==> src/rtl/sram_pkg.sv <==
// Shared sizing defaults and write-control state encoding for the 128x32 SRAM.
package sram_pkg;

    localparam int unsigned SRAM_ADDR_W = 7;
    localparam int unsigned SRAM_DEPTH  = 2 ** SRAM_ADDR_W;
    localparam int unsigned SRAM_DATA_W = 32;

    typedef enum logic {
        IDLE,
        WRITE
    } state_t;

endpackage

==> src/rtl/pulse_edge_det.sv <==
// One-bit registered edge detector: compares the current sample with the
// previous-cycle sample. History clears on reset so a held-high input reads as a rise.
module pulse_edge_det (
    input  logic clk,
    input  logic rst_n,
    input  logic sig,
    output logic rise,
    output logic fall
);

    logic prev;

    always_ff @(posedge clk or negedge rst_n) begin
        if (!rst_n) begin
            prev <= 1'b0;
        end else begin
            prev <= sig;
        end
    end

    assign rise = sig & ~prev;
    assign fall = ~sig & prev;

endmodule

==> src/rtl/sram_128x32.sv <==
// Single-port register-array SRAM driven by level strobes: read on read_pulse rise,
// write window framed by write_pulse high, committed when the strobe drops.
module sram_128x32
    import sram_pkg::*;
#(
    parameter int unsigned DEPTH  = SRAM_DEPTH,
    parameter int unsigned ADDR_W = SRAM_ADDR_W,
    parameter int unsigned DATA_W = SRAM_DATA_W
) (
    input  logic              clk,
    input  logic              rst_n,
    input  logic [ADDR_W-1:0] addr,
    input  logic              addr_ready,
    input  logic              read_pulse,
    input  logic              write_pulse,
    input  logic [DATA_W-1:0] datain,
    output logic [DATA_W-1:0] dataout
);

    state_t state, next_state;

    logic read_rise, unused_read_fall;
    logic write_rise, write_fall;
    logic arm, capture, commit;

    logic [ADDR_W-1:0] wr_addr;
    logic [DATA_W-1:0] wr_data;
    logic [DATA_W-1:0] mem [DEPTH];

    pulse_edge_det u_read_edge (
        .clk  (clk),
        .rst_n(rst_n),
        .sig  (read_pulse),
        .rise (read_rise),
        .fall (unused_read_fall)
    );

    pulse_edge_det u_write_edge (
        .clk  (clk),
        .rst_n(rst_n),
        .sig  (write_pulse),
        .rise (write_rise),
        .fall (write_fall)
    );

    always_ff @(posedge clk or negedge rst_n) begin
        if (!rst_n) begin
            state <= IDLE;
        end else begin
            state <= next_state;
        end
    end

    // WRITE is only entered on a high sample, so its first low sample is always a fall.
    always_comb begin
        next_state = state;
        arm        = 1'b0;
        capture    = 1'b0;
        commit     = 1'b0;
        case (state)
            IDLE: begin
                if (write_rise && addr_ready) begin
                    arm        = 1'b1;
                    capture    = 1'b1;
                    next_state = WRITE;
                end
            end
            WRITE: begin
                if (write_fall) begin
                    commit     = 1'b1;
                    next_state = IDLE;
                end else begin
                    capture = 1'b1;
                end
            end
            default: next_state = IDLE;
        endcase
    end

    always_ff @(posedge clk or negedge rst_n) begin
        if (!rst_n) begin
            wr_addr <= '0;
            wr_data <= '0;
            dataout <= '0;
        end else begin
            if (arm) begin
                wr_addr <= addr;
            end
            if (capture) begin
                wr_data <= datain;
            end
            if (read_rise && addr_ready) begin
                dataout <= mem[addr];
            end
        end
    end

    // Array is deliberately unreset; a same-edge read sees the pre-commit word.
    always_ff @(posedge clk) begin
        if (commit) begin
            mem[wr_addr] <= wr_data;
        end
    end

endmodule

==> config.mk <==
export PLATFORM = sky130hd
export DESIGN_NAME = sram_128x32
export DESIGN_NICKNAME = d
export VERILOG_FILES = /design/src/rtl/sram_pkg.sv /design/src/rtl/pulse_edge_det.sv /design/src/rtl/sram_128x32.sv
export SDC_FILE = /design/constraint.sdc
export NUM_CORES = 2
export LEC_CHECK = 0
export ABC_AREA = 1
export ABC_CLOCK_PERIOD_IN_PS = 8130
export CORE_ASPECT_RATIO = 1.25
export CORE_MARGIN = 1.5
export CORE_UTILIZATION = 30
export CTS_CLUSTER_SIZE = 40
export DETAILED_ROUTE_END_ITERATION = 6
export DONT_BUFFER_PORTS = 1
export PLACE_DENSITY = 0.55
export SLEW_MARGIN = 20
export SYNTH_ARGS = -nofsm -noshare
export SYNTH_HDL_FRONTEND = slang
export SYNTH_SLANG_ARGS = --single-unit
==> constraint.sdc <==
create_clock -name clk -period 8.13 [get_ports clk]
set_input_delay 1.2195 -clock clk [delete_from_list [all_inputs] [get_ports clk]]
set_output_delay 1.2195 -clock clk [all_outputs]
set_load 0.1 [all_outputs]
==> reports/results.tsv <==
metric	value	unit
setup ws final	1.819	ns
Top Ports	76	
commonest non-fill, non-tap cell in the layout	nand2_1	
Final Total Pwr	0.04878	W
ratio of cells with drive above 1 in the final layout	0.07887	
routability cong.	0.8006	
Post-Syn Nets	13638	
PostCTS Resize Cnt	0	
Max transition margin	0.2200	
commonest non-fill, non-tap cells in the layout	nand2_1, edfxtp_1, nand3_1, clkbuf_16, buf_4	
# DRC	0	
Worst EP arrival	7.13	ns
final hold slack	0.2363	ns
Setup Fix Bufs, Post-CTS	0	
leading post-synthesis cells by cell area	edfxtp_1, nand3_1, nand2_1	
synthesized instance count	13594	
Final Hold Fails	0	
maximum VDD drop	0.1927	mV
Worst Max-Slew Pin Slew	1.170	ns
largest net degree at the start of global routing	258	
die width	671.3	um
final setup skew	0.04902	ns
fillers	54299	
post-route ant nets	0	
DR WL/cell	25.18	um
fin crit period	6.311	ns
Final HPWL DP	271400	um
fin nets	13437	
clk sink count	4170	
vias in the first global route	102477	
DR vias/cell	5.129	
area of the die	0.5628	mm2
Worst setup SP type	input port	
Total GRT Usage	0.1824	
H-tree levels	5	
MaxCap Viol Count	0	
sequential share of the synthesized area	0.7455	
DRT iter0 DRCs	12520	
total wire length	531700	um
Tightest Hold Check Type	in2async	
Req. time, crit path	8.95	ns
Setup Slack @ Placement	0.9359	ns
Worst-Skew Late Latency	0.97	ns
Crit Path Max Fanout	170	
# rows	306	
final setup violation count	0	
CTS tree	done	
clock tree buffer depth	4	
post-synth cell types	19	
status	completed	
mapped cell area	0.1675	mm2
TNS Setup	0	ns
# port buffers	0	
Clock transition at path regs	0.06	ns
Finished Layout Cells	21121	
Pwr per Cell Area	259.3	mW/mm2
Synth Area per Inst	12.32	um2
synthesized flop and latch total	4170	
RSZ-0062 raised after global routing	no	
detailed-router iteration count before antenna repair	5	
synth warn	0	
Core ar.	0.5559	mm2
max-slew violations	0	
Crit. End Element	flop	
fin crit share	0.7762	
Remaining Overflow, GRT	0	
antenna violations before repair	25	
post-synth top area share	0.7344	
Root Driver	clkbuf_16	
first-pass GRT wire length	754700	um
Max Freq	0.1585	GHz
area grow syn2layout	12.32	%
# hold bufs at CTS	1	
Pleak	63.65	nW
Placed Cells	20397	
die extent in y	838.4	um
Num CTS Buffers	384	
Starting Density	0.3013	
Yosys top cell by area	edfxtp_1	
crit path kind	in2reg	
via count	108340	
state kept, by name, summed over array words and instances (netlist names):
name	count
mem	4096
dataout	32
wr_data	32
wr_addr	7
state	1
u_read_edge.prev	1
u_write_edge.prev	1
cells in the mapped netlist:
cell / number
buf_1: 80
buf_12: 1
buf_2: 495
buf_4: 114
buf_6: 116
clkbuf_1: 113
clkinv_1: 1
dfrtp_1: 74
edfxtp_1: 4096
inv_1: 24
inv_4: 3
mux2_2: 32
nand2_1: 4260
nand3_1: 4032
nand4_1: 1
nor2_1: 133
nor3_1: 10
nor3_2: 1
o21ai_0: 8
worst max-delay path, stage by stage:
cell and delay [ns]:
buf_16 0.29, buf_16 0.34, buf_16 0.36, buf_16 0.36, buf_16 0.36, buf_16 0.60, inv_16 0.32, buf_4 0.44
buf_4 0.33, nand2_1 0.10, nand3_1 0.07, nand3_1 0.11, nand3_1 0.12, nand3_1 0.09, nand3_1 0.27, nand3_1 0.76
nand2_1 0.15, nand2_1 0.12, nand2_1 0.07
power by group:
| group | leakage [nW] | internal (W) | switching (W) | total [W] |
|---|---|---|---|---|
| Clock | 5.94 | 0.00986 | 0.00806 | 0.0179 |
| Sequential | 37.7 | 0.0256 | 0.00124 | 0.0268 |
| Combinational | 20.0 | 0.000734 | 0.00330 | 0.00404 |
layout make-up:
type | count | area, um2 | area share
Inverter | 28 | 170.2 | 0.0009046
Multi-Input combinational cell | 8477 | 38120 | 0.2027
Clock buffer | 483 | 10210 | 0.05428
Clock inverter | 216 | 1888 | 0.01004
Tap cell | 7392 | 9249 | 0.04917
Antenna cell | 23 | 57.56 | 0.0003060
Sequential cell | 4170 | 125000 | 0.6644
Timing Repair Buffer | 332 | 3431 | 0.01824
logic make-up after synthesis:
| group | Yosys count | share of synthesized area |
|---|---|---|
| DFF | 4170 | 0.7455 |
| muxes | 32 | 0.002152 |
| buffers and inverters | 947 | 0.03282 |
| and+or+nand+nor | 8437 | 0.2193 |
| AOI/OAI and AO/OA | 8 | 0.0002391 |
worst paths after layout:
check                             startpoint          endpoint  slack [ns]  depth (start not counted)
setup / recovery                     addr[0]       dataout[29]        1.82                         19
hold / removal                         rst_n        wr_data[8]        0.24                          1
setup reg to reg           u_write_edge.prev        mem[14][9]        4.47                          6
hold reg to reg                   wr_addr[5]        wr_addr[5]        0.55                          2
max in group asynchronous              rst_n       dataout[24]        7.23                          1
min in group clk                  read_pulse  u_read_edge.prev        0.29                          0
through the flow:
stage	util	area [um2]
after floorplan	-	167500
final	0.3384	188100
after detailed placement	0.3164	175900
after CTS	0.3382	188000
after global routing	0.3383	188100
after global placement	0.3157	175500
per-layer routing:
layer  track usage  wire length, um  vias to the layer above
met5             0               21                        -
met4       0.07470            23270                        4
met3       0.02234            36260                      873
met2        0.3129           260200                     4360
met1        0.2336           212000                    54910
li1              -                -                    48193
No activity file was read; power rests on OpenSTA's default activity.
